`config.mk`:
```
export PLATFORM = sky130hd
export DESIGN_NAME = rpm_led_gauge
export DESIGN_NICKNAME = d
export VERILOG_FILES = /design/src/rtl/rpm_led_gauge.sv
export SDC_FILE = /design/constraint.sdc
export NUM_CORES = 1
export LEC_CHECK = 0
export BUFFER_PORTS_ARGS = -buffer_cell sky130_fd_sc_hd__buf_2
export CAP_MARGIN = 25
export CORE_MARGIN = 2
export CORE_UTILIZATION = 30
export DETAILED_ROUTE_END_ITERATION = 10
export GPL_ROUTABILITY_DRIVEN = 1
export PLACE_DENSITY = 0.44
export SLEW_MARGIN = 20
export SYNTH_ARGS = -nofsm -noshare
export SYNTH_HDL_FRONTEND = slang
export SYNTH_SLANG_ARGS = --single-unit
```
`constraint.sdc`:
```
create_clock -name clk -period 7.1 [get_ports clk]
set_input_delay 0 -clock clk [delete_from_list [all_inputs] [get_ports clk]]
set_output_delay 0 -clock clk [all_outputs]
set_load 0.005 [all_outputs]
```
`src/rtl/rpm_led_gauge.sv`:
```
// rtl/rpm_led_gauge.sv - RPM bar-graph gauge with staged status LED, over-rev pulse and peak hold
module rpm_led_gauge #(
  parameter int BAR_WIDTH  = 5,
  parameter int LEVEL_W    = 4,
  parameter int HOLD_CYC   = 200,
  parameter int BLINK_HALF = 250,
  parameter int PEAK_HOLD  = 500
) (
  input  logic                 clk,
  input  logic                 rst,
  input  logic [LEVEL_W-1:0]   speed_level,
  input  logic [LEVEL_W-1:0]   max_level,
  output logic [1:0]           stage,
  output logic [2:0]           rgb,
  output logic [BAR_WIDTH-1:0] bar,
  output logic                 overrev
);

  // Wide enough that speed*BAR_WIDTH and k*max_level never wrap.
  localparam int CW  = LEVEL_W + 5;
  localparam int FW  = $clog2(BAR_WIDTH + 1);
  localparam int DW  = $clog2(HOLD_CYC + 1);
  localparam int BKW = $clog2(BLINK_HALF + 1);
  localparam int PW  = $clog2(PEAK_HOLD + 1);

  typedef enum logic [1:0] {
    ST_NORMAL  = 2'd0,
    ST_CAUTION = 2'd1,
    ST_DANGER  = 2'd2
  } stage_e;

  stage_e               stage_q, stage_d, target;
  logic [DW-1:0]        dwell_q, dwell_d;
  logic [BKW-1:0]       blink_cnt_q, blink_cnt_d;
  logic                 blink_on_q, blink_on_d;
  logic                 overrev_q, overrev_d;
  logic [FW-1:0]        peak_q, peak_d, peak_dec, fill;
  logic [PW-1:0]        hold_q, hold_d;
  logic [BAR_WIDTH-1:0] live, marker, bar_q, bar_d;
  logic [CW-1:0]        spd_scaled;

  assign spd_scaled = CW'(speed_level) * CW'(BAR_WIDTH);

  // Live segments: segment 0 shows any motion, segment k shows speed >= k/BAR_WIDTH of redline.
  always_comb begin
    live = '0;
    fill = '0;
    if (max_level != '0) begin
      live[0] = (speed_level != '0);
      for (int k = 1; k < BAR_WIDTH; k++) begin
        live[k] = (spd_scaled >= CW'(k) * CW'(max_level));
      end
    end
    for (int k = 0; k < BAR_WIDTH; k++) begin
      fill = fill + FW'(live[k]);
    end
  end

  // Instantaneous stage the inputs ask for, before hysteresis.
  always_comb begin
    target = ST_NORMAL;
    if (max_level == '0) begin
      target = ST_NORMAL;
    end else if (speed_level >= max_level) begin
      target = ST_DANGER;
    end else if (speed_level >= (max_level >> 1)) begin
      target = ST_CAUTION;
    end
  end

  // Stage FSM next state: immediate upgrade, dwell-qualified downgrade, blink and over-rev bookkeeping.
  always_comb begin
    stage_d     = stage_q;
    dwell_d     = '0;
    blink_cnt_d = '0;
    blink_on_d  = blink_on_q;
    if (target > stage_q) begin
      stage_d = target;
    end else if (target < stage_q) begin
      if (dwell_q == DW'(HOLD_CYC - 1)) begin
        stage_d = target;
      end else begin
        dwell_d = dwell_q + 1'b1;
      end
    end
    overrev_d = (stage_d == ST_DANGER) && (stage_q != ST_DANGER);
    if (overrev_d) begin
      blink_on_d = 1'b1;
    end else if (stage_d == ST_DANGER) begin
      if (blink_cnt_q == BKW'(BLINK_HALF - 1)) begin
        blink_on_d = ~blink_on_q;
      end else begin
        blink_cnt_d = blink_cnt_q + 1'b1;
      end
    end
  end

  // Peak tracker: jump up instantly, decay one segment per hold period but never below fill.
  always_comb begin
    peak_dec = (peak_q != '0) ? peak_q - 1'b1 : '0;
    peak_d   = peak_q;
    hold_d   = hold_q + 1'b1;
    if (fill > peak_q) begin
      peak_d = fill;
      hold_d = '0;
    end else if (hold_q == PW'(PEAK_HOLD - 1)) begin
      peak_d = (peak_dec > fill) ? peak_dec : fill;
      hold_d = '0;
    end
    marker = (peak_d != '0) ? (BAR_WIDTH'(1) << (peak_d - 1'b1)) : '0;
    bar_d  = live | marker;
  end

  // State registers; reset abandons any dwell, blink or hold in progress.
  always_ff @(posedge clk or posedge rst) begin
    if (rst) begin
      stage_q     <= ST_NORMAL;
      dwell_q     <= '0;
      blink_cnt_q <= '0;
      blink_on_q  <= 1'b1;
      overrev_q   <= 1'b0;
      peak_q      <= '0;
      hold_q      <= '0;
      bar_q       <= '0;
    end else begin
      stage_q     <= stage_d;
      dwell_q     <= dwell_d;
      blink_cnt_q <= blink_cnt_d;
      blink_on_q  <= blink_on_d;
      overrev_q   <= overrev_d;
      peak_q      <= peak_d;
      hold_q      <= hold_d;
      bar_q       <= bar_d;
    end
  end

  // Status LED colour from the current stage and blink phase.
  always_comb begin
    rgb = 3'b010;
    case (stage_q)
      ST_NORMAL:  rgb = 3'b010;
      ST_CAUTION: rgb = 3'b110;
      ST_DANGER:  rgb = blink_on_q ? 3'b100 : 3'b000;
      default:    rgb = 3'b010;
    endcase
  end

  assign stage   = stage_q;
  assign bar     = bar_q;
  assign overrev = overrev_q;

endmodule

```
==> metrics.md <==
| Metric | Value |
|---|---|
| EDFF count, synth | `0` |
| Slew Viols, Final | `0` |
| Most frequent CP cell | `ha_1` |
| Maximum clock rate | `188 MHz` |
| Number of synthesized register bits | `37` |
| # fillers | `between 900 and 1000` |
| Logic pwr share | `54.8%` |
| Register share of total power | `30.8%` |
| Syn Nets | `approximately 360` |
| Die W | `roughly 100 um` |
| RSZ-0062 raised after global routing | `no` |
| CP Capture Type | `register` |
| Share of layout cells above drive strength 1 | `10.8%` |
| CTS clk-pin slew, worst paths | `roughly 70 ps` |
| Core Region | `a little over 9000 um^2` |
| Slowest CP cell | `a2111oi_0` |
| Power per cell area | `~320 nW/um^2` |
| Sw frac | `43.6%` |
| Tmin final | `between 5000 and 6000 ps` |
| Vias in the first global route | `around 2100` |
| Status | `completed` |
| Synth unique cells | `between 50 and 60` |
| Aggregate global-route resource usage | `between 10 and 15%` |
| Clk pwr share | `~14%` |
| Mapped Cells | `between 300 and 400` |
| Post-detailed-route count of antenna-violating nets | `0` |
| Hold Startpoint | `speed_level[0]` |
| DR WL/cell | `12.6 um` |
| Worst-Margin Slew | `roughly 710 ps` |
| Initial antenna violation count | `0` |
| Leak | `between 1.5 and 2 nW` |
| Post-Syn Area | `between 2000 and 3000 um^2` |
| I/O pins | `21` |
| Worst clock skew | `about 8.2 ps` |
| Post-synth ARST share | `100%` |
| Sequential share of the synthesized area | `between 30% and 40%` |
| CTS Buf Count | `5` |
| Cell taking the most area after synthesis | `dfrtp_1` |
| Sequential cell area | `between 900 and 1000 um^2` |
| DRC | `0` |
| Hpwl dp | `roughly 4300 um` |
| Crit-path max FO | `8` |
| Sink Count | `37` |
| Area contributors post-synth | `dfrtp_1, ha_1, nor2_1, xnor2_1, inv_1` |
| Fin. Hold Viols | `0` |
| First drt pass iteration count | `4` |
| Setup TNS | `0 ps` |
| Max cap viols | `0` |
| Period utilisation layout | `approximately 75%` |
| CP Launch Type | `input port` |
| Fin Hold WS | `about 270 ps` |
| Worst slew margin | `a little over half` |
| HP Class | `input port to register` |
| First-pass GRT wire length | `between 9000 and 10000 um` |
| Top-area cell type share of the netlist area | `about a third` |
| Root buf cell | `clkbuf_8` |
| Multi-input gate area in the final layout | `between 1500 and 2000 um^2` |
| Crit path DAT | `approximately 5500 ps` |
| Critical path type | `input port to register` |
| Post-CTS sizing | `0` |
| Antenna diodes | `0` |
| Sw power | `0.000429 W` |
| Slowest stage delay, CP | `640 ps` |
| Layout area overhead | `10.6%` |
| Via count | `approximately 2000` |
| Rows | `35` |
| Clk buf depth | `2` |
| Drt first-iter violations | `64` |
| CTS HTree Levels | `2` |
| Yosys Warn Count | `0` |
| I/O Buffers | `19` |
| Critical Path Start | `speed_level[1]` |
| Worst-skew pair later-pin latency | `between 200 and 300 ps` |
| Total Wirelength | `5470 um` |
| Nets@finish | `386` |
| Initial core utilization | `a little under a third` |
| Grt ovf | `0` |
| WP data required | `approximately 7300 ps` |
| Syn Area/Cell | `9.36 um^2` |
| Vias per cell | `4.66` |
| Final GP Congestion | `approximately 0.75` |
| Die Ht | `between 100 and 150 um` |
| Max rail drop VDD | `roughly 140 uV` |
| CTS tree | `built` |
| RR Startpoint | `peak_q[1]` |
| Setup violators final | `0` |
| Largest net degree at the start of global routing | `38` |
| Total die area | `between 10000 and 15000 um^2` |
| Int Power | `0.000554 W` |
| Worst-path cell chain | `buf_2 > ha_1 > ha_1 > inv_1 > fa_1 > xnor2_1 > or2_2 > a2111oi_0 > nor2_1 > fa_1 > fa_1 > ha_1 > ha_1 > nor2b_1 > o21ai_0 > a32oi_1 > o21ai_1 > a22oi_1 > ha_1 > o32ai_2` |
| Synth Flop Type | `dfrtp_1` |
repair_timing:
action,CTS,global route
hold buffers,1,0
buffers inserted,0,0
hold endpoints to repair,36,0
cell type report:
class | count | area share (%)
well taps | 111 | 4.46
clock inverters | 2 | 0.321
flip-flops and latches | 37 | 29.7
multi-input cells | 228 | 55.9
inverters | 30 | 3.61
repair buffers | 21 | 3.61
clock buffers | 6 | 2.33
state kept, by name (all words and copies together) (netlist names):
signal / count
hold_q: 9
overrev: 1
bar: 5
peak_q: 3
blink_on_q: 1
stage: 2
dwell_q: 8
blink_cnt_q: 8
metrics by stage:
stage / util [%] / cells / power (W) / instance area (um^2) / worst slack, ps
floorplan: - / 301 / 0.000731 / 2820 / 2070
global placement: 32.9 / 426 / 0.000856 / 3020 / 1540
detailed placement: 32.9 / 426 / 0.000853 / 3020 / 1460
CTS: 33.9 / 435 / 0.00100 / 3120 / 1760
global route: 33.9 / 435 / 0.00110 / 3120 / 1260
finish: 33.9 / 435 / 0.000982 / 3120 / 1780
metal layers:
layer	up-vias	share of wire [%]	global-route usage, %
li1	1070	-	-
met1	935	52	16.4
met2	16	45	19.7
met3	7	1.4	1.60
met4	0	1.4	3.74
met5	-	0	0
power groups by stage:
stage | clock [W] | combinational, W | sequential (W)
floorplan | 0 | 0.000436 | 0.000295
global placement | 0 | 0.000547 | 0.000309
detailed placement | 0 | 0.000546 | 0.000307
CTS | 0.000149 | 0.000548 | 0.000304
global route | 0.000156 | 0.000637 | 0.000311
finish | 0.000141 | 0.000538 | 0.000303
cell usage in the layout, fill, tap and decap left out, types with 2 or more instances in the layout:
master and instances:
and3_1 5, o211ai_1 2, nand4_1 3, nand3_1 11
nand2b_1 3, o21bai_1 3, inv_1 29, a21oi_1 13
nor2b_1 4, nor3_1 3, xnor2_1 13, o21a_1 2
dfrtp_1 36, buf_2 19, and2_1 2, nand3b_1 2
or2_2 3, ha_1 49, nor2_1 40, fa_1 4
nor4_1 3, a31o_1 3, clkbuf_8 5, a21o_1 6
or3_1 2, o21ai_0 7, nand2_1 12, xor2_1 10
o21ai_1 3, clkinv_2 2, a31oi_1 2, a21boi_0 2
Yosys cell counts (all sizes together), types with 2 or more instances:
master   n
nand3b   2
clkbuf   3
a21oi   13
a31o     3
ha      49
or2      3
o21bai   3
dfrtp   36
inv     29
o211ai   2
nor3     3
o21a     2
nor2b    4
a31oi    2
nor4     3
xor2    10
buf      3
and2     3
and3     5
a21o     6
nand2b   3
nand2   12
a21boi   3
nand4    3
o21ai   10
nand3   11
nor2    40
or3      2
fa       4
xnor2   13
kinds of logic after synthesis:
kind of cell               after synthesis  synth area share, %
buffers and inverters                   36                 5.24
other                                    1                0.133
adders and majority gates               53                 24.6
and+or+nand+nor                         99                 17.4
DFF                                     37                 32.9
AOI/OAI and AO/OA                       52                 12.6
xor gates and xnor gates                23                 7.15
final timing paths:
| kind | to | slack (ps) | depth (start not counted) |
|---|---|---|---|
| worst min register to register | dwell_q[0] | 460 | 1 |
| max in group asynchronous | blink_on_q | 6360 | 4 |
| worst max register to register | bar[1] | 4240 | 10 |
| worst max-delay path | bar[1] | 1780 | 20 |
| worst min-delay path | bar[0] | 270 | 4 |
| min in group asynchronous | hold_q[3] | 370 | 4 |
critical path: cells and delay by family:
kind                       cells  cell delay, ps
adders and majority gates      8            2740
AOI/OAI and AO/OA              6            1840
and+or+nand+nor                3             570
buffers and inverters          2             200
xor gates and xnor gates       1             170
No activity file was read; power rests on OpenSTA's default activity.
